==> src/rtl/char_mem_pkg.sv <==
// Shared constants and FSM state type for the glyph-store scheduler.
package char_mem_pkg;

  localparam int unsigned CHAR_COLS = 4;
  localparam int unsigned CHAR_ROWS = 5;
  localparam int unsigned CHAR_BITS = CHAR_COLS * CHAR_ROWS;
  localparam int unsigned X_W       = 2;
  localparam int unsigned Y_W       = 3;

  typedef enum logic [1:0] {
    IDLE = 2'd0,
    LOAD = 2'd1,
    DONE = 2'd2
  } load_state_t;

endpackage

==> src/rtl/char_load_counter.sv <==
// Raster x/y counter that walks the 4x5 glyph cells in write order.
module char_load_counter
  import char_mem_pkg::*;
(
  input  logic           clock,
  input  logic           rst,
  input  logic           clr,
  input  logic           en,
  output logic [X_W-1:0] x,
  output logic [Y_W-1:0] y,
  output logic           last_c
);

  assign last_c = (x == X_W'(CHAR_COLS - 1)) && (y == Y_W'(CHAR_ROWS - 1));

  // Saturates at the last cell so it never leaves the glyph.
  always_ff @(posedge clock or posedge rst) begin
    if (rst) begin
      x <= '0;
      y <= '0;
    end else if (clr) begin
      x <= '0;
      y <= '0;
    end else if (en && !last_c) begin
      if (x == X_W'(CHAR_COLS - 1)) begin
        x <= '0;
        y <= y + Y_W'(1);
      end else begin
        x <= x + X_W'(1);
      end
    end
  end

endmodule

==> config.mk <==
export PLATFORM = sky130hd
export DESIGN_NAME = char_load_counter
export DESIGN_NICKNAME = d
export VERILOG_FILES = /design/src/rtl/char_mem_pkg.sv /design/src/rtl/char_load_counter.sv
export SDC_FILE = /design/constraint.sdc
export NUM_CORES = 1
export LEC_CHECK = 0
export ABC_AREA = 0
export CAP_MARGIN = 20
export CORE_AREA = 8 8 45 47
export CTS_CLUSTER_SIZE = 12
export DETAILED_ROUTE_END_ITERATION = 8
export DIE_AREA = 0 0 53 55
export SLEW_MARGIN = 40
export SYNTH_ARGS = -nofsm -noshare
export SYNTH_HDL_FRONTEND = slang
export SYNTH_SLANG_ARGS = --single-unit
==> constraint.sdc <==
create_clock -name clock -period 1.4 [get_ports clock]
set_input_delay 0.35 -clock clock [delete_from_list [all_inputs] [get_ports clock]]
set_output_delay 0.35 -clock clock [all_outputs]
set_load 0.01 [all_outputs]
# == After elaboration in Yosys (flattened, before gate mapping) ==
# Cells that the tools add are included.
# Widths: inputs -> output; s select.
# word_totals
register_bits,5
out_inout_bits,6
# classes
mux,6
eq_ne,2
n_reduce_logical,6
addsub,2
# ops
op,n
$mux 3,3
$mux 2,3
$reduce_bool 2->1,2
$add 3x1->3 const B,1
$eq 3x3->1 const B,1
$add 2x1->2 const B,1
$eq 2x2->1 const B,1
$logic_and 1x1->1,2
$reduce_and 2->1,1
$logic_not 1->1,1

# == Logic depth before layout (Yosys ltp) ==
# logic_depth
depth_word,6
depth_mapped,5
mapped_depth_nobuf,5

# == Least setup slack after synthesis ==
# No wires, ideal clock.
# synth_path
kind,reg-to-reg
from,register y[0]
to,register y[1]
path_buffers,0
arrival_time_ns,1.300
path_stages_with_launch,6
required_ns,1.323
setup_ns,0.077
path_slack_ns,0.023
path_cell_list,dfrtp_1 -> inv_1 -> ha_1 -> and2_4 -> or3b_1 -> a21oi_1
# synth_via
elab_chain_cells,6
elab_cells_between_ends,10
# synth_lines
element,line_no,text
start: declaration,char_load_counter.sv:10,"output logic [Y_W-1:0] y,"
start signal: assignment,char_load_counter.sv:27,y <= y + Y_W'(1);
"parallel branches: the longest is 6 deep, another holds $add 3x1->3",-,
# Parallel ways; which one is timed is not known. The select of a mux whose other input is x is not followed.
# A chain may end at the register's enable or synchronous reset.

# == Worst setup path in the final report ==
# layout_path
from,register x[0]
to,output last_c
# layout_via
elab_chain_cells,2
# layout_lines
element,line_no,text
start: declaration,char_load_counter.sv:9,"output logic [X_W-1:0] x,"
start signal: assignment,char_load_counter.sv:29,x <= x + X_W'(1);
$eq 2x2->1,char_load_counter.sv:14,assign last_c = (x == X_W'(CHAR_COLS - 1)) && (y == Y_W'(CHAR_ROWS - 1));
$logic_and 1x1->1,char_load_counter.sv:14,
end: declaration,char_load_counter.sv:11,output logic last_c
# Every way passes these cells.

==> summary.md <==
| Metric | Value |
|---|---|
| H-tree Lvls | `1` |
| Antenna violations before repair | `0` |
| Syn. warnings | `0` |
| Critical path type | `flip-flop to output pin` |
| Pwr dens | `718 mW/mm^2` |
| Arrival @ worst endpoint | `1.11 ns` |
| # nets final | `63` |
| # fillers | `147` |
| Crit path capture type | `output pin` |
| Post-DP HPWL | `630 um` |
| IO Pins | `10` |
| HP Class | `input pin to async pin` |
| Actual slew at the worst max-slew pin | `0.217 ns` |
| Most common cell after layout, fill and taps aside | `buf_4` |
| Initial core utilization | `21.5%` |
| Synth Area per Inst | `9.61 sq um` |
| Standard-cell row count | `14` |
| CP Launch Type | `flip-flop` |
| Net Sw Power | `92.1 uW` |
| Max-Slew Margin vs Limit | `85.6%` |
| Antenna Cells | `0` |
| Setup violators final | `2` |
| Chip Height | `55 um` |
| CTS tree | `built` |
| RSZ-0062 raised after global routing | `true` |
| Final Cell Area | `533 sq um` |
| Grt total ovfl | `0` |
| Switching Share | `24.1%` |
| Synth Area in Compound Gates | `16.4%` |
| Simple-gate share of the synthesized area | `23.9%` |
| Largest net degree at the start of global routing | `6` |
| CTS Sinks | `5` |
| First-pass GRT wire length | `1160 um` |
| Cell Chain, Critical Path | `ha_2 -> and3_4 -> buf_6` |
| Post-synthesis cell count | `31` |
| Max Root-Sink Buffers | `2` |
| Vias | `312` |
| Multiplexer area fraction after synthesis | `0%` |
| Post-Syn Nets | `38` |
| Setup slack after layout | `-0.0609 ns` |
| Placed cell areas | `483 sq um` |
| Tcrit/Tclk final | `104%` |
| Clock slew at reported path FFs | `0.05 ns` |
| Vias in the first global route | `284` |
| 1st-iter DRT viols | `2` |
| Buffers on Ports | `9` |
| DIE AREA | `0.00292 sq mm` |
| Largest family of logic cells by synthesized area | `simple AND/OR/NAND/NOR gates` |
| Combinational power share | `14.6%` |
| CP delay by family, top | `flip-flops` |
| Reg power frac | `39.9%` |
| Post-Synth XOR/XNOR Area | `0%` |
| Internal | `290 uW` |
| Clock power share | `45.5%` |
| WL/cell | `11.7 um` |
| Crit path max fanout | `2` |
| Clock Latency Late Sink | `0.25 ns` |
| Dpl cells | `66` |
| Worst path buffer plus inverter count | `1` |
| CORE AREA | `0.00138 sq mm` |
| Max Cap Viol | `0` |
| Tot GR Track Use | `5.91%` |
| CP max-delay cell | `dfrtp_1` |
| Leakage | `0.000247 uW` |
| Adder-cell share of the synthesized area | `12.6%` |
| FMAX | `685 MHz` |
| Mapped Area | `298 sq um` |
| Remaining DRCs | `0` |
| Via density | `4.39` |
| Max incr delay on CP | `0.37 ns` |
| Post-synthesis sequential element count | `5` |
| Post-synth cell types | `17` |
| Failing checks | `setup timing` |
| Peak VDD IR | `373 uV` |
| Post-route ant nets | `0` |
| Die width | `53 um` |
| Total CTS buffers | `3` |
| Place WS | `-0.239 ns` |
| Critical Path RT | `1.05 ns` |
| Status | `complete, but fails checks` |
| Sequential share of the synthesized area | `42.0%` |
| Routed WL | `832 um` |
| Most frequent cells in the layout | `buf_4, dfrtp_1, o21ai_0, clkdlybuf4s15_1` |
| Share of cells above drive strength 1 | `41.8%` |
| Overall Power | `382 uW` |
| CTS Hold Buffers Added | `0` |
| Final Instance Count excl. Fillers | `71` |
| Layout area overhead | `79.0%` |
| Routability cong. | `0.816` |
| Pins Over Slew Limit | `0` |
| Drt first pass iters | `2` |
| Final Hold Viols | `0` |
| Fin crit period | `1.46 ns` |
| Root Buffer | `clkbuf_4` |
| Clock skew | `0.00305 ns` |
-- registers in the layout, summed over array words and instances, names as in the netlist --
name,cells
y,3
x,2
-- stage by stage --
stage	utilization [%]	hold slack, ns	setup TNS, ns
after global routing	38.5	0.316	-0.209
after global placement	34.9	0.546	-0.469
final	38.5	0.308	-0.0758
after floorplan	-	0.129	0
after detailed placement	34.9	0.542	-0.505
after CTS	36.5	0.314	-0.122
-- path summary, 6_finish.rpt --
check                      start  endpoint  cells after the start  slack (ns)
setup reg to reg            y[0]      y[1]                      6       -0.01
hold / removal               rst      y[1]                      2        0.31
hold reg to reg             y[2]      y[2]                      2        0.57
setup / recovery            x[0]    last_c                      3       -0.06
min in group clock          y[2]      y[2]                      2        0.57
max in group asynchronous    rst      y[2]                      2        0.91
-- synth_stat cells --
cell type,number,area (sq um)
a211oi_1,1,7.51
a21oi_1,3,15.0
a31oi_1,1,6.26
and2_4,1,8.76
and3_1,1,6.26
dfrtp_1,5,125
ha_1,3,37.5
inv_1,4,15.0
nand2_2,1,6.26
nand2b_1,1,6.26
nand3b_1,1,7.51
nor2_1,1,3.75
nor3b_1,1,7.51
o21ai_0,4,20.0
or3_1,1,6.26
or3b_1,1,8.76
or4b_1,1,10.0
-- what timing repair did --
| item | 4_1_cts | 5_1_grt |
|---|---|---|
| gates resized for setup | 13 | 9 |
| endpoints found under the setup margin | 8 | 6 |
| pin swaps | 5 | 4 |
| buffers inserted | 0 | 1 |
-- cell type report --
| cell class | instances | area [sq um] | area share [%] |
|---|---|---|---|
| Inverter | 4 | 15.0 | 2.82 |
| Sequential cell | 5 | 125 | 23.5 |
| Tap cell | 16 | 20.0 | 3.76 |
| Clock buffer | 4 | 26.3 | 4.93 |
| Timing Repair Buffer | 20 | 169 | 31.7 |
| Multi-Input combinational cell | 22 | 178 | 33.3 |
-- power by group through the flow --
stage / Clock [uW] / Combinational [uW] / Sequential, uW
2_1_floorplan: 0 / 14.4 / 158
3_3_place_gp: 0 / 57.5 / 155
3_5_place_dp: 0 / 58.2 / 155
4_1_cts: 184 / 55.3 / 153
5_1_grt: 199 / 61.7 / 153
6_report: 174 / 55.8 / 153
-- routing by layer --
layer  track usage, %  routed length (um)
met5                0                   0
met3             3.21                  49
met1             6.42                 381
met2             8.20                 385
met4             5.17                  15
-- worst register-to-register path: stages, from the launching register on --
cell	delay, ns
dfrtp_1	0.36
inv_2	0.05
ha_4	0.15
buf_4	0.13
and2_4	0.14
or3b_1	0.38
a21oi_1	0.13
-- cells by family (layout without fill, tap and decap cells) --
family,Yosys count,in the layout
and+or+nand+nor,10,10
AOI/OAI and AO/OA,9,9
DFF,5,5
buffers and inverters,4,28
adders and majority gates,3,3
Power figures use the tool's default switching activity.
